**config.mk**
```make
export PLATFORM = sky130hd
export DESIGN_NAME = eu_speriph_plug_arbiter
export DESIGN_NICKNAME = d
export VERILOG_FILES = /design/src/rtl/eu_speriph_plug_arbiter.sv
export SDC_FILE = /design/constraint.sdc
export NUM_CORES = 1
export LEC_CHECK = 0
export BUFFER_PORTS_ARGS = -buffer_cell sky130_fd_sc_hd__buf_2
export CORE_AREA = 2 2 136 138
export DETAILED_ROUTE_END_ITERATION = 7
export DIE_AREA = 0 0 138 140
export PLACE_DENSITY = 0.51
export SLEW_MARGIN = 5
export SYNTH_ARGS = -nofsm -noshare
export SYNTH_HDL_FRONTEND = slang
export SYNTH_SLANG_ARGS = --single-unit
```
**constraint.sdc**
```tcl
create_clock -name clk_i -period 2.7 [get_ports clk_i]
set_input_delay 0 -clock clk_i [delete_from_list [all_inputs] [get_ports clk_i]]
set_output_delay 0 -clock clk_i [all_outputs]
set_load 0.1 [all_outputs]
```
**src/rtl/eu_speriph_plug_arbiter.sv**
```systemverilog
// eu_speriph_plug_arbiter
//   Merges NB_PLUGS slave-peripheral plugs into the single speriph slave port
//   of the event unit. A round-robin arbiter picks one requesting plug and
//   passes its request fields through. Granted plug indices are recorded in an
//   in-flight FIFO so that in-order responses are routed back to their origin.
//
// Ports
//   clk_i, rst_i            clock, asynchronous active-high reset
//   s_req_i .. s_id_i       per-plug request fields (flattened, plug 0 in LSBs)
//   s_gnt_o                 per-plug grant (at most one bit set)
//   s_r_valid_o .. s_r_id_o per-plug response (zero for non-target plugs)
//   m_req_o .. m_id_o       merged request towards the event unit
//   m_gnt_i                 event unit grant
//   m_r_valid_i .. m_r_id_i event unit response
//   resp_err_o              sticky flag: response seen with nothing in flight
module eu_speriph_plug_arbiter #(
    parameter int NB_PLUGS    = 2,
    parameter int ID_WIDTH    = 5,
    parameter int ADDR_WIDTH  = 32,
    parameter int DATA_WIDTH  = 32,
    parameter int OUTST_DEPTH = 2
) (
    input  logic                           clk_i,
    input  logic                           rst_i,
    input  logic [NB_PLUGS-1:0]            s_req_i,
    input  logic [NB_PLUGS*ADDR_WIDTH-1:0] s_add_i,
    input  logic [NB_PLUGS-1:0]            s_wen_i,
    input  logic [NB_PLUGS*DATA_WIDTH-1:0] s_wdata_i,
    input  logic [NB_PLUGS*DATA_WIDTH/8-1:0] s_be_i,
    input  logic [NB_PLUGS*ID_WIDTH-1:0]   s_id_i,
    output logic [NB_PLUGS-1:0]            s_gnt_o,
    output logic [NB_PLUGS-1:0]            s_r_valid_o,
    output logic [NB_PLUGS*DATA_WIDTH-1:0] s_r_rdata_o,
    output logic [NB_PLUGS-1:0]            s_r_opc_o,
    output logic [NB_PLUGS*ID_WIDTH-1:0]   s_r_id_o,
    output logic                           m_req_o,
    output logic [ADDR_WIDTH-1:0]          m_add_o,
    output logic                           m_wen_o,
    output logic [DATA_WIDTH-1:0]          m_wdata_o,
    output logic [DATA_WIDTH/8-1:0]        m_be_o,
    output logic [ID_WIDTH-1:0]            m_id_o,
    input  logic                           m_gnt_i,
    input  logic                           m_r_valid_i,
    input  logic [DATA_WIDTH-1:0]          m_r_rdata_i,
    input  logic                           m_r_opc_i,
    input  logic [ID_WIDTH-1:0]            m_r_id_i,
    output logic                           resp_err_o
);

    localparam int PTR_W = $clog2(NB_PLUGS);
    localparam int FP_W  = (OUTST_DEPTH > 1) ? $clog2(OUTST_DEPTH) : 1;
    localparam int CNT_W = $clog2(OUTST_DEPTH + 1);
    localparam int BE_W  = DATA_WIDTH / 8;

    logic [PTR_W-1:0] rr_ptr_r;
    logic [PTR_W-1:0] idx_mem_r [OUTST_DEPTH];
    logic [FP_W-1:0]  wr_ptr_r;
    logic [FP_W-1:0]  rd_ptr_r;
    logic [CNT_W-1:0] count_r;
    logic             resp_err_r;

    logic [PTR_W-1:0] sel_s;
    logic [PTR_W-1:0] next_rr_s;
    logic [PTR_W-1:0] head_s;
    logic             fifo_full_s;
    logic             fifo_empty_s;
    logic             m_req_s;
    logic             push_s;
    logic             pop_s;

    // FIFO pointer increment with wrap at OUTST_DEPTH
    function automatic logic [FP_W-1:0] fifo_inc(input logic [FP_W-1:0] p);
        if (p == FP_W'(OUTST_DEPTH - 1)) begin
            return '0;
        end else begin
            return p + FP_W'(1);
        end
    endfunction

    // Round-robin select: scan from rr_ptr upwards; the lowest offset wins
    always_comb begin
        logic [PTR_W-1:0] cand_v;
        sel_s  = '0;
        cand_v = '0;
        for (int i = NB_PLUGS - 1; i >= 0; i--) begin
            cand_v = PTR_W'((int'(rr_ptr_r) + i) % NB_PLUGS);
            if (s_req_i[cand_v]) begin
                sel_s = cand_v;
            end else begin
                sel_s = sel_s;
            end
        end
        if (sel_s == PTR_W'(NB_PLUGS - 1)) begin
            next_rr_s = '0;
        end else begin
            next_rr_s = sel_s + PTR_W'(1);
        end
    end

    // Request side: full FIFO blocks new grants even if a pop is happening
    always_comb begin
        fifo_full_s  = (count_r == CNT_W'(OUTST_DEPTH));
        fifo_empty_s = (count_r == '0);
        m_req_s      = (|s_req_i) & ~fifo_full_s & ~rst_i;
        push_s       = m_req_s & m_gnt_i;
        pop_s        = m_r_valid_i & ~fifo_empty_s & ~rst_i;
        head_s       = idx_mem_r[rd_ptr_r];
        m_req_o      = m_req_s;
        m_add_o      = s_add_i[sel_s*ADDR_WIDTH +: ADDR_WIDTH];
        m_wen_o      = s_wen_i[sel_s];
        m_wdata_o    = s_wdata_i[sel_s*DATA_WIDTH +: DATA_WIDTH];
        m_be_o       = s_be_i[sel_s*BE_W +: BE_W];
        m_id_o       = s_id_i[sel_s*ID_WIDTH +: ID_WIDTH];
        resp_err_o   = resp_err_r;
    end

    // Per-plug grant and response routing to the FIFO head
    always_comb begin
        s_gnt_o     = '0;
        s_r_valid_o = '0;
        s_r_rdata_o = '0;
        s_r_opc_o   = '0;
        s_r_id_o    = '0;
        for (int p = 0; p < NB_PLUGS; p++) begin
            if (push_s && (sel_s == PTR_W'(p))) begin
                s_gnt_o[p] = 1'b1;
            end else begin
                s_gnt_o[p] = 1'b0;
            end
            if (pop_s && (head_s == PTR_W'(p))) begin
                s_r_valid_o[p]                         = 1'b1;
                s_r_rdata_o[p*DATA_WIDTH +: DATA_WIDTH] = m_r_rdata_i;
                s_r_opc_o[p]                           = m_r_opc_i;
                s_r_id_o[p*ID_WIDTH +: ID_WIDTH]       = m_r_id_i;
            end else begin
                s_r_valid_o[p] = 1'b0;
            end
        end
    end

    // Round-robin pointer: advances past the granted plug on each handshake
    always_ff @(posedge clk_i or posedge rst_i) begin
        if (rst_i) begin
            rr_ptr_r <= '0;
        end else if (push_s) begin
            rr_ptr_r <= next_rr_s;
        end
    end

    // In-flight index FIFO; simultaneous push/pop keeps occupancy
    always_ff @(posedge clk_i or posedge rst_i) begin
        if (rst_i) begin
            wr_ptr_r <= '0;
            rd_ptr_r <= '0;
            count_r  <= '0;
            for (int k = 0; k < OUTST_DEPTH; k++) begin
                idx_mem_r[k] <= '0;
            end
        end else begin
            if (push_s) begin
                idx_mem_r[wr_ptr_r] <= sel_s;
                wr_ptr_r            <= fifo_inc(wr_ptr_r);
            end
            if (pop_s) begin
                rd_ptr_r <= fifo_inc(rd_ptr_r);
            end
            case ({push_s, pop_s})
                2'b10:   count_r <= count_r + CNT_W'(1);
                2'b01:   count_r <= count_r - CNT_W'(1);
                default: count_r <= count_r;
            endcase
        end
    end

    // Sticky error for a response arriving with nothing in flight
    always_ff @(posedge clk_i or posedge rst_i) begin
        if (rst_i) begin
            resp_err_r <= 1'b0;
        end else if (m_r_valid_i && fifo_empty_s) begin
            resp_err_r <= 1'b1;
        end
    end

endmodule

```
==> run summary, run 1 <==
The number of antenna violations at the first check in global routing is 0. The transition time at the pin with the least slew margin is 0.600 ns. Headroom to the max-slew limit came out at 60.0%. The row count came out at 49.

Using the TritonRoute via totals, the vias-per-cell ratio works out to 3.83. The logs give 1 for the number of hold buffers added after CTS and 0 for the max-slew violation total from the final report. For the finished layout, the period the worst path requires is 2.13 ns. The type of the setup path with the least slack is flip-flop to output pin. The average cell area after synthesis was 8.79 um^2. Start point of the critical path: count_r[0].

The signed area change from the synthesized netlist to the final layout works out to 111%. The pin count of the biggest net entering global routing was 81; the overall overflow remaining after global route was 0. The clock reaches the later pin of the worst-skew pair after 0.23 ns.

The library cells used most frequently in the layout, excluding fill and tap cells, are sky130_fd_sc_hd__buf_2 (347), sky130_fd_sc_hd__and3_1 (76), sky130_fd_sc_hd__mux2_2 (75), sky130_fd_sc_hd__dfrtp_1 (8), sky130_fd_sc_hd__buf_4 (7). The worst ir drop on vdd came out at 488 uV. Setup repair after global routing left no endpoint under its margin. Via count of the first global-routing pass: 2781. The logs give 0 for the number of hold-slack violations in the final timing report and 10.5% for the starting density of the core. Global routing used 10.0% of the available tracks across all layers. The congestion estimate from routability-driven global placement came to 0.801. The HPWL after detailed placement is 9.73 mm. The number of nets handed over by synthesis was 406. The flow ran to the end, and the final reports show no timing, DRC or antenna violations.

For this run, design rule violations remaining after detail routing come to 0. TritonCTS built the clock tree. At the worst endpoint, the arrival time is 2.13 ns. The synthesized netlist occupies a cell area of 1870 um^2. Type of origin of the critical path: a flip-flop. The run gives 1 as the number of H-tree levels. The horizontal die dimension came out at 138 um. Of all nets on the critical path, the largest fanout is 80. After clock tree synthesis, the clock-pin slew on the worst setup and hold paths is 0.04 ns. The run gives 88 as the DRC violation total after the first TritonRoute iteration. Sequential cells were found to cover 10.7% of the synthesized design area.

The setup clock skew after layout was 0.000896 ns; the highest achievable clock rate was 469 MHz. The library cell used most frequently in the layout, excluding fill and tap cells, is sky130_fd_sc_hd__buf_2. Mean routed wirelength per cell: 14.4 um. For the net count of the finished layout, the log shows 742. Cells fill 22.2% of the core in the end.

Summed over all layers, the routed wires come to 11.2 mm. The critical path endpoint category is an output pin. The count of nets left with antenna violations once routing finished came out at 0. The startpoint identified for the worst hold timing path is m_r_valid_i. The number of register bits inferred by synthesis is 8, and the number of I/O port buffers is 347. The logs give 0 for the synthesis warning total and 4 for the number of optimization iterations in the first detailed-route pass. The netlist uses 27 different library cells. The logs give 2.51 nW for the leakage power total and 15.9 mm for the wire length of the first global-routing pass. The post-route fraction of the period consumed by the critical path is 79.0%. The core area came out at 17800 um^2. Cells with a size suffix above 1 make up 80.6% of the layout. The die is 140 um tall. Gate count after technology mapping: 213.

Detailed routing inserted a total of 2973 vias. The run gives 348 as the total I/O pin count. STA puts the critical path data required time at 2.70 ns. Setup violations remaining at the end of the flow were counted as 0. The source of the worst register-to-register timing path was count_r[0]. The tools report the post-cts gate resize count as 0.

The final sum of negative setup slack was 0 ns. The clock sink total came out at 8. The max capacitance violation total came out at 0. The path class of the lowest-slack min-delay path was primary input to flip-flop.

The die covers 19300 um^2. The number of clock buffers added by TritonCTS is 3. The number of antenna diodes in the final layout is 0. The clock tree buffer depth is 2.

After clock tree synthesis, the setup repair step added 0 buffers. The clock tree root buffer cell is sky130_fd_sc_hd__clkbuf_16. Power spread over the standard cell area amounts to 1020 nW/um^2.
layer usage:
metal	vias up	GRT usage (%)	part of all wire (%)	wire length [um]
met5	-	0	0	0
met4	0	1.34	0.42	47
met3	4	1.13	6.4	710
met2	143	17.2	49	5470
met1	1375	13.8	44	4930
li1	1451	-	-	-
state kept, by name (all words and copies together) (netlist names):
signal and flops:
idx_mem_r 2, count_r 2, resp_err_o 1, rr_ptr_r 1, rd_ptr_r 1, wr_ptr_r 1
cells in the mapped netlist:
master | number | area (um^2)
sky130_fd_sc_hd__nor2_1 | 4 | 15.0
sky130_fd_sc_hd__clkbuf_1 | 14 | 52.6
sky130_fd_sc_hd__o21ai_2 | 1 | 8.76
sky130_fd_sc_hd__mux2_2 | 75 | 845
sky130_fd_sc_hd__mux2i_1 | 2 | 20.0
sky130_fd_sc_hd__buf_2 | 8 | 40.0
sky130_fd_sc_hd__and2b_2 | 1 | 8.76
sky130_fd_sc_hd__nand2b_1 | 1 | 6.26
sky130_fd_sc_hd__o31ai_2 | 1 | 12.5
sky130_fd_sc_hd__a21o_1 | 1 | 7.51
sky130_fd_sc_hd__o41ai_1 | 1 | 8.76
sky130_fd_sc_hd__mux2_4 | 1 | 15.0
sky130_fd_sc_hd__clkbuf_2 | 1 | 5.00
sky130_fd_sc_hd__dfrtp_1 | 8 | 200
sky130_fd_sc_hd__nor2b_2 | 1 | 8.76
sky130_fd_sc_hd__ha_1 | 1 | 12.5
sky130_fd_sc_hd__or3_4 | 1 | 11.3
sky130_fd_sc_hd__inv_1 | 3 | 11.3
sky130_fd_sc_hd__and3_1 | 76 | 475
sky130_fd_sc_hd__nor3_1 | 1 | 5.00
sky130_fd_sc_hd__and2_1 | 2 | 12.5
sky130_fd_sc_hd__nor3b_4 | 1 | 18.8
sky130_fd_sc_hd__buf_6 | 1 | 11.3
sky130_fd_sc_hd__xnor2_1 | 3 | 26.3
sky130_fd_sc_hd__nor4b_1 | 1 | 8.76
sky130_fd_sc_hd__xor2_1 | 2 | 17.5
sky130_fd_sc_hd__buf_4 | 1 | 7.51
report_power, final:
group	total, mW	switching (mW)	leakage, nW	internal, mW
registers	0.240	0.0645	0.0914	0.176
clock network	0.250	0.0585	0.0370	0.191
logic	3.55	2.87	2.38	0.677
total	4.04	3.00	2.51	1.04
critical path, stage by stage (launching register included):
cell and delay [ns]:
sky130_fd_sc_hd__dfrtp_1 0.42, sky130_fd_sc_hd__nor2_1 0.11, sky130_fd_sc_hd__nor3b_4 0.17, sky130_fd_sc_hd__buf_4 0.49, sky130_fd_sc_hd__and3_1 0.26, sky130_fd_sc_hd__buf_2 0.43
final timing paths:
kind / endpoint / slack (ns) / cells after the start
setup / recovery: s_r_rdata_o[45] / 0.57 / 5
max in group asynchronous: count_r[1] / 2.15 / 3
hold / removal: resp_err_o / 0.003 / 2
hold reg to reg: resp_err_o / 0.48 / 1
min in group asynchronous: idx_mem_r[1] / 0.31 / 3
setup reg to reg: count_r[1] / 0.79 / 6
cell type report:
type | instances | area (um^2)
fill | 1990 | 13800
timing repair buffer | 356 | 1820
clock buffer | 3 | 75.1
sequential | 8 | 200
inverter | 3 | 11.3
tap | 229 | 287
multi-input combinational | 177 | 1560
cells by family after synthesis:
| kind of cell | Yosys count | share of synthesized area (%) |
|---|---|---|
| muxes | 78 | 47.0 |
| xor gates and xnor gates | 5 | 2.34 |
| AOI/OAI and AO/OA | 4 | 2.01 |
| DFF | 8 | 10.7 |
| buffers and inverters | 28 | 6.82 |
| adders and majority gates | 1 | 0.668 |
| and+or+nand+nor | 89 | 30.5 |
stage by stage:
| step | cells | total power, mW | setup slack (ns) | cell area (um^2) | hold WS, ns |
|---|---|---|---|---|---|
| after floorplan | 213 | 3.21 | 0.0820 | 1870 | -0.184 |
| after global placement | 772 | 3.80 | 0.854 | 3860 | 0.0164 |
| after detailed placement | 772 | 3.79 | 0.823 | 3860 | 0.0132 |
| after CTS | 776 | 4.05 | 0.577 | 3950 | 0.00565 |
| after global routing | 776 | 4.17 | 0.442 | 3950 | 0.0244 |
| final | 776 | 4.04 | 0.567 | 3950 | 0.00297 |
Power figures use the tool's default switching activity.
==> run 2: changes to the inputs <==
- ABC_AREA: unset -> 1
- CORE_AREA: 2 2 136 138 -> 2 2 134 136
- DIE_AREA: 0 0 138 140 -> 0 0 136 138
- PLACE_DENSITY: 0.51 -> 0.52
- clock period: 2.7 -> 2.2 ns (I/O delays scaled with it)
==> run 2 against run 1 <==
The flow now finishes with violations (negative hold slack). Final area increased by 54%. Flip-flop and latch count is the same. Utilization increased by 12 points. Highest routed layer unchanged. Synthesized cell count is 94% higher. Via count grew 21%.
==> run summary, run 2 <==
The tools report the worst-case hold slack as -0.00203 ns (was 0.00297 ns). The tools report the final weighted congestion of routability-driven global placement as 0.763 (was 0.801). The via count of the first global-routing pass is 3568 (was 2781), and the number of synthesized flops with an enable pin is 0 (unchanged).

The horizontal die dimension is 136 um (was 138 um), and the total setup buffers inserted after CTS is 0 (unchanged). The post-route cell area came out at 6060 um^2 (was 3950 um^2). The largest driver fanout on the critical path is 39 (was 80). The DRC violation total after the first TritonRoute iteration is 99 (was 88), and the detail-routed via count per cell is 3.68 (was 3.83).

The run gives 0 (unchanged) as the post-detailed-route count of antenna-violating nets. The worst path uses 85.7% of the clock period. The cell taking the most area after synthesis was sky130_fd_sc_hd__nand2_1 (was sky130_fd_sc_hd__mux2_2).

Area after detailed placement: 5970 um^2 (was 3860 um^2). The mean routed wirelength per cell was 12.1 um (was 14.4 um). The DRC violations left came out at 0 (unchanged).

The run finished, with violations left. The type of the setup path with the least slack is flip-flop to output pin (unchanged). The post-synth net total was 607 (was 406); the number of I/O port buffers was 347 (unchanged). The share of total power in the clock network is 4.8% (was 6.2%). Leading post-synthesis cells by instance count: sky130_fd_sc_hd__nand2_1 (233), sky130_fd_sc_hd__nor2_1 (61), sky130_fd_sc_hd__inv_1 (47) (was sky130_fd_sc_hd__and3_1 (76), sky130_fd_sc_hd__mux2_2 (75), sky130_fd_sc_hd__clkbuf_1 (14)). Clock transition at the registers of the reported paths: 0.04 ns (about the same). The logs give 91.0% (was 87.9%) for the combinational group share of total power and 19 (was 27) for the unique cell type count in the Yosys netlist. The logs give 49 (unchanged) for the row count and 10.8% (was 10.5%) for the starting density of the core. Proportion of register bits with asynchronous set or reset after synthesis: 100% (unchanged). Area fraction of the dominant cell type after synthesis: 46.3% (was 45.1%). The max-slew violation total from the final report came out at 0 (unchanged).

The average cell area after synthesis works out to 4.56 um^2 (was 8.79 um^2). The layer with the highest usage is met2 (unchanged). The tools report the net load switching power as 4.28 mW (was 3.00 mW). The routed design could run at a clock period as short as 1.89 ns. The run gives 23.0% (was 17.2%) as the met2 layer usage reported by global route. Static timing analysis puts the maximum clock frequency at 530 MHz. The signed area change from the synthesized netlist to the final layout came out at 221% (was 111%).

The clock latency on the worst-skew pair was 0.24 ns (was 0.23 ns); the wire length of the first global-routing pass was 18.2 mm (was 15.9 mm). Required time at the endpoint of the critical path: 2.20 ns (was 2.70 ns). Clock tree root buffer cell: sky130_fd_sc_hd__clkbuf_16 (unchanged). The logs give 0.315 ns (was 0.567 ns) for the final worst setup slack and 0 ns (unchanged) for the final sum of negative setup slack. Die extent in y: 138 um (was 140 um). The path class of the lowest-slack min-delay path was primary input to flip-flop (unchanged).

The run gives 4 (unchanged) as the number of optimization iterations in the first detailed-route pass. The share of the yosys chip area belonging to registers came out at 10.6% (was 10.7%). The synthesis warning total was 0 (unchanged). The internal power of the cells is 2.14 mW (was 1.04 mW), and the final number of setup-violating endpoints is 0 (unchanged). The run gives 65.6% (was 60.0%) as the max-slew headroom at the worst pin.

The global-route met3 utilization was 3.41% (was 1.13%). The clock tree buffer depth is 2 (unchanged). The run gives 17500 um^2 (was 17800 um^2) as the core area. Met1 global-route usage: 13.4% (was 13.8%). Most frequent cells in the layout: sky130_fd_sc_hd__nand2_1 (233), sky130_fd_sc_hd__buf_2 (219), sky130_fd_sc_hd__buf_12 (131), sky130_fd_sc_hd__inv_1 (46), sky130_fd_sc_hd__nor2_1 (42) (was sky130_fd_sc_hd__buf_2 (347), sky130_fd_sc_hd__and3_1 (76), sky130_fd_sc_hd__mux2_2 (75), sky130_fd_sc_hd__dfrtp_1 (8), sky130_fd_sc_hd__buf_4 (7)). Final routed wirelength across all metal layers: 11.8 mm (was 11.2 mm). The checks that failed: negative hold slack. The relative contribution of sequential cells to total power came out at 4.2% (was 5.9%). Registers with the highest flip-flop counts: count_r: 2 flops, idx_mem_r: 2 flops (unchanged). The switching part of the total power is 66.6% (was 74.2%), and the number of H-tree levels is 1 (unchanged). The run gives 414 (was 213) as the gate count after technology mapping. The logs give 348 (unchanged) for the total I/O pin count and 0.545 ns (was 0.823 ns) for the placement-stage worst setup slack. The overall overflow remaining after global route was 0 (unchanged). Power per cell area: 1060 nW/um^2 (was 1020 nW/um^2). The logs give 1804 (was 1990) for the filler cell count in the final layout and 0 (unchanged) for the number of antenna violations at the first check in global routing. The critical path endpoint category was an output pin (unchanged). For the worst endpoint data arrival time, the log shows 1.89 ns (was 2.13 ns).

Setup repair after global routing left no endpoint under its margin. The tools report the cell area after synthesis as 1890 um^2 (was 1870 um^2). Ranking of synthesized cells by area: sky130_fd_sc_hd__nand2_1 (46%), sky130_fd_sc_hd__nor2_1 (12%), sky130_fd_sc_hd__dfrtp_1 (11%) (was sky130_fd_sc_hd__mux2_2 (45%), sky130_fd_sc_hd__and3_1 (25%), sky130_fd_sc_hd__dfrtp_1 (11%)). Most numerous cell in the Yosys netlist: sky130_fd_sc_hd__nand2_1 (was sky130_fd_sc_hd__and3_1). The global routing usage summed across all routing layers came out at 12.3% (was 10.0%). Post-cts gate resize count: 0 (unchanged).

For the register area, the log shows 200 um^2 (unchanged). The most instantiated flip-flop cell in the synthesis netlist was sky130_fd_sc_hd__dfrtp_1 (unchanged). The commonest non-fill, non-tap cell in the layout was sky130_fd_sc_hd__nand2_1 (was sky130_fd_sc_hd__buf_2). The leakage power total is 3.31 nW (was 2.51 nW), and the transition time at the pin with the least slew margin is 0.519 ns (was 0.600 ns). The pin count of the biggest net entering global routing is 76 (was 81), and the max capacitance violation total is 0 (unchanged). Setup clock skew after layout: 0.00494 ns (was 0.000896 ns).

The tools report the number of hold-slack violations in the final timing report as 1 (was 0). The type of origin of the critical path was a flip-flop (unchanged). The tools report the clock sink total as 8 (unchanged).

The run gives 941 (was 742) as the net count of the finished layout. The proportion of layout cells with a drive suffix above 1 is 53.9% (was 80.6%). The tools report the die area as 18800 um^2 (was 19300 um^2). The run gives 617 uV (was 488 uV) as the worst ir drop on vdd. TritonCTS built the clock tree.

The CTS buffer count was 3 (unchanged); the HPWL after detailed placement was 10.2 mm (was 9.73 mm). Number of vias in the routed layout: 3592 (was 2973). The tools report the multi-input combinational cell area as 1570 um^2 (was 1560 um^2). The number of register bits inferred by synthesis works out to 8 (unchanged).
run 2: layout make-up:
cell class,count,share of cell area (%)
multi-input cells,333,25.9
repair buffers,353,61.8
clock buffers,3,1.24
inverters,49,3.06
well taps,229,4.73
flip-flops and latches,8,3.30
diodes,1,0.0413
run 2: logic make-up (layout without fill, tap and decap cells):
kind of cell / count (synthesis) / count (layout) / synth area share, %
compound gates: 6 / 6 / 2.05
xor+xnor: 3 / 3 / 1.39
flops: 8 / 8 / 10.6
other cells: 0 / 1 / 0
fa+ha+maj: 1 / 1 / 0.663
buf+inv: 73 / 405 / 17.3
simple gates: 323 / 323 / 68.0
run 2: repair_timing:
item	in CTS	in global routing
setup endpoints to repair	0	0
hold buffers	1	0
endpoints found under the hold margin	8	0
run 2: worst max-delay path, stage by stage, from the launching register on:
cell and delay [ns]:
sky130_fd_sc_hd__dfrtp_1 0.39, sky130_fd_sc_hd__o21ai_0 0.37, sky130_fd_sc_hd__nand2_1 0.10, sky130_fd_sc_hd__buf_4 0.27
sky130_fd_sc_hd__nor2_1 0.29, sky130_fd_sc_hd__buf_12 0.22
run 2: worst paths after layout:
kind	startpoint	endpoint	slack, ns	cells past startpoint
setup / recovery	rd_ptr_r	s_r_rdata_o[1]	0.31	5
hold / removal	m_r_valid_i	resp_err_o	-0.002	2
setup reg to reg	count_r[0]	count_r[1]	0.54	7
hold reg to reg	resp_err_o	resp_err_o	0.45	1
max in group asynchronous	rst_i	rr_ptr_r	1.69	4
min in group asynchronous	rst_i	idx_mem_r[0]	0.37	4
run 2: stage by stage:
stage                     power (mW)  utilization (%)  std cells
final                           6.42             34.6        976
after global routing            6.67             34.5        975
after CTS                       6.48             34.5        975
after detailed placement        6.15             34.1        971
after global placement          6.14             34.1        971
after floorplan                 4.17                -        414
run 2: power by group through the flow:
| stage | Clock (mW) | Combinational [mW] | Sequential [mW] |
|---|---|---|---|
| finish | 0.309 | 5.84 | 0.268 |
| global route | 0.327 | 6.06 | 0.278 |
| CTS | 0.316 | 5.89 | 0.268 |
| detailed placement | 0 | 5.89 | 0.270 |
| global placement | 0 | 5.87 | 0.266 |
| floorplan | 0 | 3.91 | 0.259 |
run 2: layer usage:
metal	vias to the layer above	part of all wire [%]
met3	7	11
met1	1507	38
met2	219	50
met4	0	1.1
li1	1859	-
met5	-	0
==> run 3: changes to the inputs <==
- RECOVER_POWER: unset -> 50
==> run 3 against run 2 <==
The run still ends with negative hold slack left. Final cell count shrank 0.10%. Clock power about the same. Clock-buffer cell count is the same. Worst hold slack barely moved. Critical path depth increased by 1. Final area is 15% lower. Non-clock buffer count stayed put. Maximum frequency down 1.5%. Via count fell by 0.31%. Critical path type unchanged. Clock skew is essentially flat. Flip-flop and latch count unchanged. Global-route usage unchanged.
==> run summary, run 3 (synthesized netlist as in run 2, its figures left out) <==
The tools report the clock tree root buffer cell as sky130_fd_sc_hd__clkbuf_16 (unchanged). Registers with the highest flip-flop counts: count_r: 2 flops, idx_mem_r: 2 flops (unchanged). Transition time at the pin with the least slew margin: 1.25 ns (was 0.519 ns). Most frequent cells in the layout: sky130_fd_sc_hd__nand2_1 (233), sky130_fd_sc_hd__buf_2 (216), sky130_fd_sc_hd__buf_12 (67), sky130_fd_sc_hd__clkbuf_2 (50), sky130_fd_sc_hd__inv_1 (46) (was sky130_fd_sc_hd__nand2_1 (233), sky130_fd_sc_hd__buf_2 (219), sky130_fd_sc_hd__buf_12 (131), sky130_fd_sc_hd__inv_1 (46), sky130_fd_sc_hd__nor2_1 (42)). The post-route fraction of the period consumed by the critical path came out at 87.0% (was 85.7%).

The HPWL after detailed placement is 10.2 mm (unchanged), and the pin count of the biggest net entering global routing is 76 (unchanged). The clock transition at the registers of the reported paths is 0.04 ns (about the same). TritonCTS built the clock tree. Type of origin of the critical path: a flip-flop (unchanged). The run gives 0 (unchanged) as the DRC violations left.

The tools report the number of optimization iterations in the first detailed-route pass as 4 (unchanged). The post-cts gate resize count is 0 (unchanged). The number of I/O port buffers was 347 (unchanged); the max-slew violation total from the final report was 0 (unchanged). Ordered cell list for the critical path: inv_1 -> a21boi_4 -> buf_12 -> nand2_1 -> nand2_1 -> clkbuf_2 (was o21ai_0 -> nand2_1 -> buf_4 -> nor2_1 -> buf_12). Worst-case hold slack: -0.00231 ns (was -0.00203 ns). For the row count, the log shows 49 (unchanged). The run gives 0.763 (unchanged) as the final weighted congestion of routability-driven global placement. The detail-routed via count per cell is 3.67 (was 3.68), and the required time at the endpoint of the critical path is 2.20 ns (about the same). The number of vias in the routed layout is 3581 (was 3592), and the worst endpoint data arrival time is 1.91 ns (was 1.89 ns). The final sum of negative setup slack is 0 ns (unchanged), and the mean routed wirelength per cell is 12.1 um (about the same). The CTS buffer count was 3 (unchanged); the via count of the first global-routing pass was 3568 (unchanged).

The worst ir drop on vdd was 503 uV (was 617 uV). Commonest non-fill, non-tap cell in the layout: sky130_fd_sc_hd__nand2_1 (unchanged). The run gives 8 (unchanged) as the clock sink total. The die extent in y works out to 138 um (unchanged).

Setup repair after global routing left no endpoint under its margin. Delay of the slowest cell on the worst path: 0.45 ns (was 0.39 ns). The run finished, with violations left. The run gives 0 (unchanged) as the overall overflow remaining after global route.

The proportion of layout cells with a drive suffix above 1 is 53.4% (was 53.9%), and the post-detailed-route count of antenna-violating nets is 0 (unchanged). The share of the core filled with cells is 29.2% (was 34.6%). The placement-stage worst setup slack is 0.545 ns (unchanged), and the DRC violation total after the first TritonRoute iteration is 93 (was 99).

The signed area change from the synthesized netlist to the final layout works out to 172% (was 221%). The run gives 18.2 mm (unchanged) as the wire length of the first global-routing pass. Critical path endpoint category: an output pin (unchanged).

Kind of cell adding the most delay to the critical path: buffers and inverters (unchanged). The core area was 17500 um^2 (unchanged). The number of antenna violations at the first check in global routing was 0 (unchanged). The tools report the starting density of the core as 10.8% (unchanged). The horizontal die dimension is 136 um (unchanged), and the final critical-path required period is 1.91 ns (was 1.89 ns).

Violations in the final reports: negative hold slack (unchanged). The buffers plus inverters on the worst setup path came out at 3 (was 2). The master of the slowest instance on the critical path was sky130_fd_sc_hd__clkbuf_2 (was sky130_fd_sc_hd__dfrtp_1). The max capacitance violation total is 0 (unchanged), and the number of H-tree levels is 1 (unchanged). The logs give 2 (unchanged) for the clock tree buffer depth and 12.3% (unchanged) for the global routing usage summed across all routing layers. Power per cell area: 1120 nW/um^2 (was 1060 nW/um^2). The path class of the lowest-slack min-delay path was primary input to flip-flop (unchanged). The tools report the final worst setup slack as 0.285 ns (was 0.315 ns).

Most frequent cell on the critical path: sky130_fd_sc_hd__nand2_1. The leakage power total is 3.01 nW (was 3.31 nW). The final number of setup-violating endpoints came out at 0 (unchanged).

Type of the setup path with the least slack: flip-flop to output pin (unchanged). The logs give 0.24 ns (about the same) for the clock latency on the worst-skew pair and 0.56 ns (was 0.54 ns) for the worst-case register-to-register setup slack. The largest driver fanout on the critical path works out to 75 (was 39). The final routed wirelength across all metal layers is 11.8 mm (about the same), and the total I/O pin count is 348 (unchanged). The tools report the source of the worst hold timing path as m_r_valid_i (unchanged). The die area is 18800 um^2 (unchanged). The run gives 16.9% (was 65.6%) as the max-slew headroom at the worst pin. The tools report the setup clock skew after layout as 0.00515 ns (was 0.00494 ns). The start point of the critical path was rr_ptr_r (was rd_ptr_r). The number of hold-slack violations in the final timing report is 1 (unchanged). For the antenna diode instance count, the log shows 0 (was 1). Highest achievable clock rate: 522 MHz (was 530 MHz). The filler cell count in the final layout came out at 1917 (was 1804). For the net count of the finished layout, the log shows 941 (unchanged).

The source of the worst register-to-register timing path is count_r[0] (unchanged).
[run 3: cell count changes in the layout (fill, tap and decap cells not counted), sizes merged]
cell / previous run / this run
buf: 352 / 285
clkbuf: 3 / 70
diode: 1 / 0
[run 3: metal layers]
metal  wire length [um]  part of all wire (%)  global-route usage, %
met4                124                   1.1                   2.85
met3               1270                    11                   3.41
met5                  0                     0                      0
met2               5890                    50                   23.0
met1               4530                    38                   13.4
[run 3: final timing paths]
kind / endpoint / cells past startpoint
setup / recovery: m_add_o[18] / 6
max in group asynchronous: wr_ptr_r / 4
hold / removal: resp_err_o / 2
min in group asynchronous: idx_mem_r[0] / 4
setup reg to reg: count_r[1] / 8
hold reg to reg: resp_err_o / 1
[run 3: stage by stage]
stage	hold WS, ns	instance area, um^2	power [mW]	instances
finish	-0.00231	5130	5.74	975
global route	0.0159	5130	5.99	975
floorplan	-0.161	2090	4.17	414
CTS	0.00406	6060	6.48	975
detailed placement	0.0532	5970	6.15	971
global placement	0.0456	5970	6.14	971
[run 3: worst register-to-register path: stages (launching register included)]
cell,delay (ns)
sky130_fd_sc_hd__dfrtp_1,0.41
sky130_fd_sc_hd__nor2_1,0.20
sky130_fd_sc_hd__nor2_2,0.05
sky130_fd_sc_hd__nand2_2,0.11
sky130_fd_sc_hd__inv_2,0.06
sky130_fd_sc_hd__ha_1,0.31
sky130_fd_sc_hd__a21oi_1,0.12
sky130_fd_sc_hd__o21ai_0,0.11
sky130_fd_sc_hd__xor2_1,0.15
[run 3: power breakdown]
part / internal [mW] / switching, mW / total (mW) / leakage, nW
clock network: 0.235 / 0.0748 / 0.309 / 0.0370
registers: 0.212 / 0.0529 / 0.265 / 0.0938
logic: 1.13 / 4.04 / 5.17 / 2.88
[run 3: cell type report]
type,instances,area (um^2),share of cell area (%)
Sequential cell,8,200,3.91
Inverter,49,185,3.61
Multi-Input combinational cell,333,1560,30.5
Clock buffer,3,75.1,1.46
Timing Repair Buffer,353,2820,55.0
Tap cell,229,287,5.59
[run 3: repair_timing]
action | 4_1_cts | 5_1_grt
hold buffers | 1 | 0
buffers inserted | 0 | 0
hold endpoints to repair | 8 | 0
